--- config.mk ---
export PLATFORM = sky130hd
export DESIGN_NAME = vvrf_readback_serializer_flat
export DESIGN_NICKNAME = d
export VERILOG_FILES = /design/src/rtl/vvrf_readback_serializer_pkg.sv /design/src/rtl/vvrf_readback_serializer_if.sv /design/src/rtl/vvrf_readback_serializer.sv /design/src/flat_wrapper.sv
export SDC_FILE = /design/constraint.sdc
export NUM_CORES = 1
export LEC_CHECK = 0
export BUFFER_PORTS_ARGS = -buffer_cell sky130_fd_sc_hd__buf_2
export CAP_MARGIN = 15
export CORE_ASPECT_RATIO = 0.9
export CORE_UTILIZATION = 40
export CTS_CLUSTER_SIZE = 12
export DETAILED_ROUTE_END_ITERATION = 8
export GPL_TIMING_DRIVEN = 0
export PLACE_DENSITY_LB_ADDON = 0.15
export REMOVE_ABC_BUFFERS = 1
export SYNTH_ARGS = -nofsm -noshare
export SYNTH_HDL_FRONTEND = slang
export SYNTH_SLANG_ARGS = --single-unit
--- constraint.sdc ---
create_clock -name clk -period 3.1 [get_ports clk]
set_clock_uncertainty 0.15 [all_clocks]
set_input_delay 0.31 -clock clk [delete_from_list [all_inputs] [get_ports clk]]
set_output_delay 0.31 -clock clk [all_outputs]
set_load 0.01 [all_outputs]
--- src/rtl/vvrf_readback_serializer_pkg.sv ---
// Shared types and helpers for the vvrf readback serializer.
package vvrf_readback_serializer_pkg;

    typedef enum logic [2:0] {
        IDLE,
        ISSUE,
        WAIT,
        SHIFT,
        FINISH
    } vvrf_rb_state_t;

    // Default vvrf geometry, matching the ALU cache port.
    localparam int VVRF_N          = 8;
    localparam int VVRF_DATA_WIDTH = 32;
    localparam int VVRF_MEM_W      = VVRF_N * VVRF_DATA_WIDTH;

    // Address width of a vvrf with `size` entries (at least one bit).
    function automatic int calc_addr_w(input int size);
        return (size > 1) ? $clog2(size) : 1;
    endfunction

    // Packed width of one N-lane vector.
    function automatic int calc_mem_width(input int n, input int dw);
        return n * dw;
    endfunction

    // Lane idx of a packed vector; lane 0 lives in the most significant lane slot.
    function automatic logic [VVRF_DATA_WIDTH-1:0] get_lane(
        input logic [VVRF_MEM_W-1:0] vec,
        input int                    idx
    );
        return vec[VVRF_MEM_W-1-idx*VVRF_DATA_WIDTH -: VVRF_DATA_WIDTH];
    endfunction

endpackage

--- src/rtl/vvrf_readback_serializer_if.sv ---
// Valid/ready lane stream from the serializer toward the host trace drain.
interface vvrf_readback_serializer_if #(
    parameter int DATA_WIDTH = 32
);
    logic [DATA_WIDTH-1:0] out_data;
    logic                  out_valid;
    logic                  out_ready;
    logic                  out_last;

    modport master (
        output out_data,
        output out_valid,
        output out_last,
        input  out_ready
    );

    modport slave (
        input  out_data,
        input  out_valid,
        input  out_last,
        output out_ready
    );
endinterface

--- src/rtl/vvrf_readback_serializer.sv ---
// Reads a run of vectors from the vvrf read port and streams them lane by lane.
module vvrf_readback_serializer
    import vvrf_readback_serializer_pkg::*;
#(
    parameter int  N           = 8,
    parameter int  DATA_WIDTH  = 32,
    parameter int  VVVRF_SIZE  = 8,
    parameter int  RAM_LATENCY = 1,
    localparam int ADDR_W      = calc_addr_w(VVVRF_SIZE),
    localparam int MEM_WIDTH   = calc_mem_width(N, DATA_WIDTH)
) (
    input  logic                 clk,
    input  logic                 reset,
    input  logic                 start,
    input  logic [ADDR_W-1:0]    start_addr,
    input  logic [ADDR_W:0]      num_vectors,
    output logic [ADDR_W-1:0]    mem_address,
    input  logic [MEM_WIDTH-1:0] mem_data,
    vvrf_readback_serializer_if.master out_if,
    output logic                 busy,
    output logic                 done
);

    localparam int LANE_W = (N > 1) ? $clog2(N) : 1;
    // The wait counter holds RAM_LATENCY-1 down to 0.
    localparam int WAIT_W = (RAM_LATENCY > 1) ? $clog2(RAM_LATENCY) : 1;

    localparam logic [LANE_W-1:0] LAST_LANE = LANE_W'(N - 1);
    localparam logic [WAIT_W-1:0] WAIT_INIT = WAIT_W'(RAM_LATENCY - 1);
    localparam logic [ADDR_W:0]   ONE_VEC   = (ADDR_W + 1)'(1);

    vvrf_rb_state_t        state;
    logic [MEM_WIDTH-1:0]  shreg;
    logic [LANE_W-1:0]     lane;
    logic [ADDR_W:0]       remaining;
    logic [WAIT_W-1:0]     wait_cnt;
    logic                  out_valid_q;
    logic                  fire;

    assign fire             = out_valid_q && out_if.out_ready;
    assign out_if.out_valid = out_valid_q;
    assign out_if.out_data  = shreg[MEM_WIDTH-1 -: DATA_WIDTH];
    // Derived only from registers, so it holds steady while a beat is stalled.
    assign out_if.out_last  = out_valid_q && (lane == LAST_LANE) && (remaining == ONE_VEC);
    assign busy             = (state != IDLE);

    // Control FSM, address/count tracking and the lane shift register.
    always_ff @(posedge clk) begin
        if (reset) begin
            state       <= IDLE;
            mem_address <= '0;
            shreg       <= '0;
            lane        <= '0;
            remaining   <= '0;
            wait_cnt    <= '0;
            out_valid_q <= 1'b0;
            done        <= 1'b0;
        end else begin
            done <= 1'b0;
            case (state)
                IDLE: begin
                    if (start) begin
                        if (num_vectors == '0) begin
                            state <= FINISH;
                            done  <= 1'b1;
                        end else begin
                            remaining   <= num_vectors;
                            mem_address <= start_addr;
                            state       <= ISSUE;
                        end
                    end
                end
                ISSUE: begin
                    wait_cnt <= WAIT_INIT;
                    state    <= WAIT;
                end
                WAIT: begin
                    if (wait_cnt == '0) begin
                        shreg       <= mem_data;
                        lane        <= '0;
                        out_valid_q <= 1'b1;
                        state       <= SHIFT;
                    end else begin
                        wait_cnt <= wait_cnt - 1'b1;
                    end
                end
                SHIFT: begin
                    if (fire) begin
                        shreg <= shreg << DATA_WIDTH;
                        if (lane == LAST_LANE) begin
                            lane        <= '0;
                            out_valid_q <= 1'b0;
                            if (remaining > ONE_VEC) begin
                                // Address wraps naturally: VVVRF_SIZE is a power of two.
                                mem_address <= mem_address + 1'b1;
                                remaining   <= remaining - 1'b1;
                                state       <= ISSUE;
                            end else begin
                                state <= FINISH;
                                done  <= 1'b1;
                            end
                        end else begin
                            lane <= lane + 1'b1;
                        end
                    end
                end
                FINISH: begin
                    state <= IDLE;
                end
                default: begin
                    state <= IDLE;
                end
            endcase
        end
    end

endmodule

--- src/flat_wrapper.sv ---
// flat-port wrapper written by rule: the top's interface ports become plain ports
module vvrf_readback_serializer_flat import vvrf_readback_serializer_pkg::*;
#(
    parameter int  N           = 8,
    parameter int  DATA_WIDTH  = 32,
    parameter int  VVVRF_SIZE  = 8,
    parameter int  RAM_LATENCY = 1,
    localparam int ADDR_W      = calc_addr_w(VVVRF_SIZE),
    localparam int MEM_WIDTH   = calc_mem_width(N, DATA_WIDTH)
)
  (clk, reset, start, start_addr, num_vectors, mem_address, mem_data, busy, done, out_if_out_data, out_if_out_valid, out_if_out_last, out_if_out_ready);
  vvrf_readback_serializer_if #(.DATA_WIDTH(DATA_WIDTH)) out_if_i ();
  input  logic clk;
  input  logic reset;
  input  logic start;
  input  logic [ADDR_W-1:0] start_addr;
  input  logic [ADDR_W:0] num_vectors;
  output logic [ADDR_W-1:0] mem_address;
  input  logic [MEM_WIDTH-1:0] mem_data;
  output logic busy;
  output logic done;
  output wire logic [$bits(out_if_i.out_data)-1:0] out_if_out_data;
  output wire logic [$bits(out_if_i.out_valid)-1:0] out_if_out_valid;
  output wire logic [$bits(out_if_i.out_last)-1:0] out_if_out_last;
  input wire logic [$bits(out_if_i.out_ready)-1:0] out_if_out_ready;
  assign out_if_out_data = out_if_i.out_data;
  assign out_if_out_valid = out_if_i.out_valid;
  assign out_if_out_last = out_if_i.out_last;
  assign out_if_i.out_ready = out_if_out_ready;
  vvrf_readback_serializer #(.N(N), .DATA_WIDTH(DATA_WIDTH), .VVVRF_SIZE(VVVRF_SIZE), .RAM_LATENCY(RAM_LATENCY)) u_core (.clk(clk), .reset(reset), .start(start), .start_addr(start_addr), .num_vectors(num_vectors), .mem_address(mem_address), .mem_data(mem_data), .out_if(out_if_i), .busy(busy), .done(done));
endmodule
==> metrics.cfg <==
[run_status]
status = finished clean

[critical_path]
cp_slowest_cell = or3b_1
crit_path_frequent_cell = buf_12
r2r_end = u_core.shreg[212]
end_kind = flop
critPathBufInv = 5
worstSetupStartpoint = u_core.state[1]
cp.arrival_ns = 3.10
critPathTopFamily = buffers and inverters
required_ns = 3.41
rrSetupSlack_ns = 0.30
crit_end = u_core.shreg[212]
critPathMaxFanout = 32
start_kind = flop
r2r_cells = 9
r2r-start = u_core.state[1]
cpPeakStageDelay_ns = 0.52
path_cells = or3b_1, o21ai_4, buf_12, buf_16, buf_12, buf_12, buf_16, nor2_1, a311oi_2
crit_type = reg -> reg
cp.depth = 9

[placed_design]
dpl.hpwl_um = 21200
portBuffers = 305
gp_congestion = 0.750

[synth]
async_flop_share_pct = 0
synth.most_common_cell = nand2_1
ys.flop_type = dfxtp_1
synth.yosys.seq_area_share_pct = 42.1
synthDistinctLibCells = 39
yosysTopAreaCell = dfxtp_1
syn_inst = 1494
synth_enable_flop_cells = 0
syn_area_sq_um = 12900
synth.area.top_cells = dfxtp_1, a311oi_2, nand2_1
ys_ff_latch = 271
syn_area_per_cell_sq_um = 8.63
synth_top_area_share_pct = 42.1
synth_warnings = 0
synthTopCellsByCount = nand2_1, nor2_1, dfxtp_1

[cts]
h-tree-depth = 1
cts.sinks = 271
post_cts_resized = 0
cts_root_buffer = clkbuf_16
cts_buffers = 30
clkLatencyLatePin_ns = 0.55
cts.reportedPaths.clkPinSlew_ns = 0.06
clock_path_buffers = 3
cts_tree = done

[drt]
num_vias = 12065
drc = 0
wl_um = 35400
ant_nets = 0
drt_iter0_drc = 738
wire_per_inst_um = 14.8
routed_via_density = 5.03
first_pass_iters = 5

[final_layout]
fill_cells = 2763
drive_above_1_share_pct = 28.7
area_delta_synth_final_pct = 43.2
layout.nets = 2236
fin_util_pct = 59.0

[timing]
period_share_pct = 90.2
final_max_slew_viol_count = 0
fmax_ghz = 0.358
setup_tns_ns = 0
slew-limit-headroom_pct = 38.8
tightest_slew_ns = 0.918
fin_crit_ns = 2.80
setup_viol = 0
hold_viol_final = 0
rsz0062_at_grt = false
holdWs_ns = 0.0573

[floorplanning]
std_cell_rows = 61
core_sq_um = 31300
ios = 306
initial_core_util_pct = 41.2
dieArea_sq_um = 32900
dieHeight_um = 172
die_w_um = 191

[power_and_ir_drop]
peakVddDrop_v = 0.000417
power_per_cell_area_nw_per_um2 = 568
leakage_nw = 7.24

[global_route]
grt-ovfl-total = 0
grt_start_max_net_pins = 108
grt_use_total_pct = 20.4
grt_pass1_vias = 11560
antenna_found_initial = 3
grt_pass1_wl_um = 56600

[flow_run]
drv_cap = 0

[min_path]
hold_depth = 4
hold_class = in -> reg

-- cell type report --
type                       instances  area [sq um]  share of cell area (%)
antenna                            3          7.51                  0.0407
clock buffer                      46           902                    4.89
clock inverter                     9          97.6                   0.529
inverter                           4          15.0                  0.0814
multi-input combinational       1048          6500                    35.2
sequential                       271          5430                    29.4
tap                              409           512                    2.77
timing repair buffer             609          5000                    27.1
-- cells by family (layout without fill, tap and decap cells) --
| group | Yosys count | after routing | share of synthesized area [%] |
|---|---|---|---|
| AND/OR/NAND/NOR | 753 | 753 | 22.4 |
| other | 0 | 3 | 0 |
| buffers and inverters | 176 | 668 | 7.80 |
| AO/OA/AOI/OAI | 289 | 290 | 27.2 |
| adder cells (fa/ha/maj) | 5 | 5 | 0.485 |
| flip-flops | 271 | 271 | 42.1 |
-- how the worst min path moves through the flow --
stage | slack, ns | startpoint | endpoint
CTS | 0.03 | out_if_out_ready | u_core.lane[1]
global placement | 0.31 | u_core.shreg[162] | u_core.shreg[194]
finish | 0.06 | out_if_out_ready | u_core.lane[1]
floorplan | 0.23 | reset | u_core.shreg[100]
detailed placement | 0.32 | u_core.shreg[146] | u_core.shreg[178]
global route | 0.13 | out_if_out_ready | u_core.lane[1]
-- registers in the layout, summed over array words and instances, names as in the netlist --
name,flops
u_core.mem_address,3
u_core.remaining,4
u_core.state,3
u_core.out_if.out_valid,1
u_core.lane,3
u_core.done,1
u_core.shreg,256
-- power breakdown --
part           internal [W]  switching, W  leakage (nW)
clock network       0.00216       0.00145         0.494
registers           0.00398      0.000250          2.22
logic               0.00128       0.00138          4.53
-- placed cells by master, fill, tap and decap left out, types with 6 or more instances in the layout --
master         netlist  layout
a22oi_1             33      33
a21oi_1             14      14
buf_2               20     304
a311oi_2           170     170
clkbuf_1            76       8
clkinv_2             0       6
dfxtp_1            271     271
nand2_1            461     461
a311oi_1            54      54
nor2_1             272     272
buf_12               0      10
dlygate4sd3_1        0     264
buf_16               0      16
clkbuf_8             0       7
buf_8                0      11
clkbuf_16            0      31
-- worst register-to-register path, cell delays in order (launching register included) --
cell and delay (ns):
dfxtp_1 0.48, or3b_1 0.52, o21ai_4 0.14, buf_12 0.23, buf_16 0.21, buf_12 0.23
buf_12 0.24, buf_16 0.21, nor2_1 0.07, a311oi_2 0.23
-- metal layers --
layer	wire length, um	share of wire [%]	vias to the layer above	track usage, %
met3	1650	4.7	54	3.21
met5	0	0	-	0
met4	694	2.0	0	5.14
met1	16600	47	5614	27.8
met2	16500	47	268	33.6
li1	-	-	6129	-
-- metrics by stage --
step | power, W | cell area (sq um) | instances | worst slack [ns]
2_1_floorplan | 0.00624 | 11900 | 1322 | -16.34
3_3_place_gp | 0.00705 | 13900 | 2036 | -33.41
3_5_place_dp | 0.00666 | 14800 | 2072 | -0.754
4_1_cts | 0.0106 | 18400 | 2393 | 0.0286
5_1_grt | 0.0111 | 18500 | 2399 | 0.144
6_report | 0.0105 | 18500 | 2399 | 0.303
-- repair_timing --
action	4_1_cts	5_1_grt
gates cloned	1	0
hold buffers	264	0
pin swaps	2	1
endpoints found under the hold margin	265	0
endpoints found under the setup margin	185	11
buffers inserted	1	3
Power figures use the tool's default switching activity.
